## config.mk

```make
export PLATFORM = sky130hd
export DESIGN_NAME = cp0_exception_unit
export DESIGN_NICKNAME = d
export VERILOG_FILES = /design/src/rtl/cp0_exception_unit.sv
export SDC_FILE = /design/constraint.sdc
export NUM_CORES = 1
export LEC_CHECK = 0
export CORE_ASPECT_RATIO = 1.2
export CORE_UTILIZATION = 39
export DETAILED_ROUTE_END_ITERATION = 16
export PLACE_DENSITY_LB_ADDON = 0.1
export RECOVER_POWER = 25
export SYNTH_ARGS = -nofsm -noshare
export SYNTH_HDL_FRONTEND = slang
export SYNTH_SLANG_ARGS = --single-unit
```

## constraint.sdc

```tcl
create_clock -name clk -period 3.69 [get_ports clk]
set_input_delay 1.107 -clock clk [delete_from_list [all_inputs] [get_ports clk]]
set_output_delay 1.107 -clock clk [all_outputs]
set_load 0.01 [all_outputs]
```

## src/rtl/cp0_exception_unit.sv

```systemverilog
// rtl/cp0_exception_unit.sv - CP0 SR/Cause/EPC/PRId with exception/interrupt merge, mfc0/mtc0, eret
// Optional BadVAddr (reg 8) when BADVADDR_EN is defined.
module cp0_exception_unit #(
    parameter logic [31:0] PRID = 32'h4650_0008
) (
    input  logic        clk,
    input  logic        reset,
    input  logic [31:0] pc,
    input  logic        bd,
    input  logic [1:0]  mem_exc,
    input  logic [4:0]  exc_code,
    input  logic [31:0] bad_addr,
    input  logic [5:0]  hw_int,
    input  logic        we,
    input  logic [4:0]  sel,
    input  logic [31:0] din,
    input  logic        eret,
    output logic [31:0] dout,
    output logic [31:0] epc_out,
    output logic        int_req,
    output logic        exl
);

    logic [5:0]  sr_im;
    logic        sr_exl;
    logic        sr_ie;
    logic        cause_bd;
    logic [5:0]  cause_ip;
    logic [4:0]  cause_exc;
    logic [31:0] epc;

    logic        mem_valid;
    logic [4:0]  mem_code;
    logic        irq;
    logic        exc;
    logic [4:0]  next_code;
    logic [31:0] epc_base;
    logic [31:0] epc_next;

    // mem_exc 01 is reserved and behaves as no memory exception
    assign mem_valid = mem_exc[1];
    assign mem_code  = mem_exc[0] ? 5'd5 : 5'd4;

    assign irq       = sr_ie & ~sr_exl & (|(hw_int & sr_im));
    assign exc       = ~sr_exl & (mem_valid | (exc_code != 5'd0));
    assign int_req   = irq | exc;
    assign next_code = irq ? 5'd0 : (mem_valid ? mem_code : exc_code);

    assign epc_base  = {pc[31:2], 2'b00};
    assign epc_next  = bd ? epc_base - 32'd4 : epc_base;

    assign epc_out   = epc;
    assign exl       = sr_exl;

    always_ff @(posedge clk or negedge reset) begin
        if (!reset) begin
            sr_im     <= 6'd0;
            sr_exl    <= 1'b0;
            sr_ie     <= 1'b0;
            cause_bd  <= 1'b0;
            cause_ip  <= 6'd0;
            cause_exc <= 5'd0;
            epc       <= 32'd0;
        end else begin
            cause_ip <= hw_int;
            if (int_req) begin
                // exception entry wins over any same-cycle mtc0
                sr_exl    <= 1'b1;
                cause_exc <= next_code;
                cause_bd  <= bd;
                epc       <= epc_next;
            end else begin
                if (we && sel == 5'd12) begin
                    sr_im  <= din[15:10];
                    sr_exl <= din[1];
                    sr_ie  <= din[0];
                end
                if (we && sel == 5'd14) begin
                    epc <= {din[31:2], 2'b00};
                end
                if (eret) begin
                    sr_exl <= 1'b0;
                end
            end
        end
    end

`ifdef BADVADDR_EN
    logic [31:0] badvaddr;

    always_ff @(posedge clk or negedge reset) begin
        if (!reset) begin
            badvaddr <= 32'd0;
        end else if (int_req && !irq && mem_valid) begin
            badvaddr <= bad_addr;
        end
    end

    logic unused_bits;
    assign unused_bits = &{1'b0, din[1:0], pc[1:0]};
`else
    logic [31:0] badvaddr;
    assign badvaddr = 32'd0;

    logic unused_bits;
    assign unused_bits = &{1'b0, din[1:0], pc[1:0], bad_addr};
`endif

    always_comb begin
        dout = 32'd0;
        case (sel)
            5'd8:    dout = badvaddr;
            5'd12:   dout = {16'd0, sr_im, 8'd0, sr_exl, sr_ie};
            5'd13:   dout = {cause_bd, 15'd0, cause_ip, 3'd0, cause_exc, 2'b00};
            5'd14:   dout = epc;
            5'd15:   dout = PRID;
            default: dout = 32'd0;
        endcase
    end

endmodule
```

==> impl_metrics.ini <==
[die]
die_y_um = 102
pin_count = 185
start_util = 0.400
die-area_um2 = 8680
fp.coreArea_um2 = 8110
rows = 36
die_w_um = 85.2

[placement]
dp_hpwl_um = 7740
port_buffers = 148
gp_congestion = 0.887

[drt]
drc = 0
ant_nets = 0
firstDrtPassIters = 4
drt-total-wl_um = 9960
routed_via_density = 5.18
vias = 3144
wire_per_inst_um = 16.4
drtIter0Drc = 100

[critical_path]
r2r_start = sr_im[1]
path_max_fanout = 2
r2r_setup_slack_ns = 1.56
worstPathRequired_ns = 2.58
critPathCaptureType = output port
critPathLaunchType = primary input
slowest_delay_ns = 0.46
path_class = in2out
crit_chain = clkdlybuf4s50_1 -> nor4_4 -> a21oi_2 -> nor2_2 -> inv_1 -> dlygate4sd2_1
crit_family = buffers and inverters
r2r_end = sr_ie
rr_worst_depth = 7
crit_buf_inv = 3
worstPathArrival_ns = 2.54
cp_slowest_cell = clkdlybuf4s50_1

[clocking]
cts-buffers-inserted = 5
cts_tree = done
clock-sinks = 50
max-clock-path-buffers = 2
cts_hold_buffers = 0
cts_root_buf = clkbuf_8
insertion_delay_ns = 0.31
cts.clk_slew.worst_paths_ns = 0.09
htreeDepth = 2

[sta]
fin_skew_ns = 0.00519
worst_pin_slew_ns = 2.09
rsz0062_at_grt = true
setup_viol = 0
period_minus_slack_ns = 3.65
hold_viol_final = 0
setup_tns_ns = 0
timing.fmax_ghz = 0.274
fin_crit_sh = 0.990
finalMaxSlewViolations = 37
hold_ws_ns = 0.499
maxSlewHeadroom = -0.392

[yosys]
synth_edf_count = 0
synth_top_area_frac = 0.386
synth-async-reset-ratio = 1.00
netlist_area_um2 = 3240
ys_warn_count = 0
synth.top_cells.by_area = dfrtp_1, mux2i_1, nor2_1
synth.distinct_cells = 45
syn_inst = 341
synth.avg_cell_area_um2 = 9.51
synth_top_cell_by_area = dfrtp_1
ys_ff_latch = 50
synth-main-ff-cell = dfrtp_1
seq_area_frac_synth = 0.386

[worst_hold_path]
hp-class = reg2reg
hp-start = cause_bd
hold_path_depth = 2
hold_path_end = cause_bd

[finish]
final_net_count = 631
drive_above_1_share = 0.148
areaGrowthSynthToFinish_pct = 58.7
diodes = 0
fill_cells = 717

[grt]
grt_overflow = 0
busiest_layer = met2
antenna_found_initial = 0
grt_pass1_vias = 3100
grt_pass1_wl_um = 15500
grt_util_met1 = 0.308
grtUsageMet3 = 0.0347
grt.total_usage = 0.233
grt_use_met2 = 0.406
grt_start_max_net_pins = 37

[pwr]
leakagePower_nw = 2.25
powerDensity_nw_per_um2 = 498
vdd_drop_max_mv = 0.236

[status]
outcome = complete, but fails checks
violations = capacitance limit, slew limit

[run]
drv_cap = 1
[Yosys cell counts, drive strengths merged (2+ instances only)]
library cell and count:
mux2i 56, dfrtp 50, nor2 47, nand2 20, xnor2 17, and2 15, o21ai 14, a21oi 13
nor3 12, buf 10, nor4 10, a22oi 9, clkbuf 9, xor2 9, mux2 7, inv 5
nand3 4, nand4 4, nor3b 4, nand4b 3, or4 3, nand3b 2, nor2b 2, or3 2
[per-stage QoR]
step	utilization	setup WS [ns]	cells	area [µm²]	power, W
4_1_cts	0.632	-0.0112	607	5120	0.00258
5_1_grt	0.635	-0.0697	607	5150	0.00274
3_3_place_gp	0.609	-0.271	590	4940	0.00216
6_report	0.635	0.0380	607	5150	0.00257
3_5_place_dp	0.609	-0.293	590	4940	0.00219
2_1_floorplan	-	0.339	342	3250	0.00150
[report_power, final]
group | internal [W] | switching (W)
Combinational | 0.000671 | 0.000523
Clock | 0.000202 | 0.000198
Sequential | 0.000777 | 0.000194
[registers in the layout, indices dropped and copies added (netlist names)]
register and count:
cause_bd 1, cause_exc 5, cause_ip 6, epc_out 30, exl 1, sr_ie 1
sr_im 6
[worst reg2reg max path, stage by stage (launching register included)]
cell      delay, ns
dfrtp_1        0.40
a22oi_1        0.22
a311oi_2       0.16
nor2_2         0.19
inv_1          0.09
buf_4          0.22
nor2_2         0.35
mux2_2         0.39
[placed cells by master, fill, tap and decap left out, types with 2 or more instances in the layout]
master,instances
a21oi_1,12
buf_2,4
nor4_1,7
clkinvlp_4,2
nor2_1,44
inv_1,4
clkbuf_2,5
buf_4,27
xor2_1,9
nand3b_1,2
dfrtp_1,50
nand4_1,3
a22oi_1,8
nor3_1,10
dlygate4sd2_1,10
buf_6,6
o21ai_0,14
and2_1,15
xnor2_1,17
or4_1,2
mux2_2,7
conb_1,2
nand2_1,19
mux2i_1,56
clkbuf_8,5
or3_1,2
clkdlybuf4s50_1,119
nor3b_1,4
nand3_1,4
nand4b_1,3
nor2_2,2
nor4_2,2
dlymetal6s2s_1,9
[layout make-up]
cell class / count / area, µm² / share of cell area
Tap cell: 95 / 119 / 0.0231
Sequential cell: 50 / 1250 / 0.243
Clock inverter: 3 / 45.0 / 0.00875
Timing Repair Buffer: 181 / 1710 / 0.332
Multi-Input combinational cell: 268 / 1930 / 0.376
Inverter: 5 / 18.8 / 0.00365
Clock buffer: 5 / 68.8 / 0.0134
[how the worst max path moves through the flow]
stage	from	to	slack, ns	depth (start not counted)
6_report	exc_code[0]	int_req	0.04	6
5_1_grt	hw_int[1]	int_req	-0.07	6
3_3_place_gp	sel[4]	dout[21]	-0.27	8
3_5_place_dp	hw_int[0]	int_req	-0.29	6
4_1_cts	hw_int[0]	int_req	-0.01	6
2_1_floorplan	sel[1]	dout[18]	0.34	5
[repair_timing]
action | in CTS | in global routing
resized for setup | 45 | 22
setup buffers | 8 | 0
pin swaps | 4 | 1
setup endpoints to repair | 33 | 20
gates cloned | 1 | 0
[cells by family (layout without fill, tap and decap cells)]
group	count (synthesis)	count (layout)	synth area share
other cells	1	2	0.00116
simple gates	132	132	0.226
compound gates	44	44	0.0838
buf+inv	24	194	0.0320
mux	63	63	0.197
flops	50	50	0.386
fa+ha+maj	1	1	0.00386
xor+xnor	26	26	0.0702
[metal layers]
metal	share of wire	routed length, µm
met1	0.45	4450
met2	0.50	5020
met3	0.039	389
met4	0.0095	95
met5	0	0
Power figures use the tool's default switching activity.
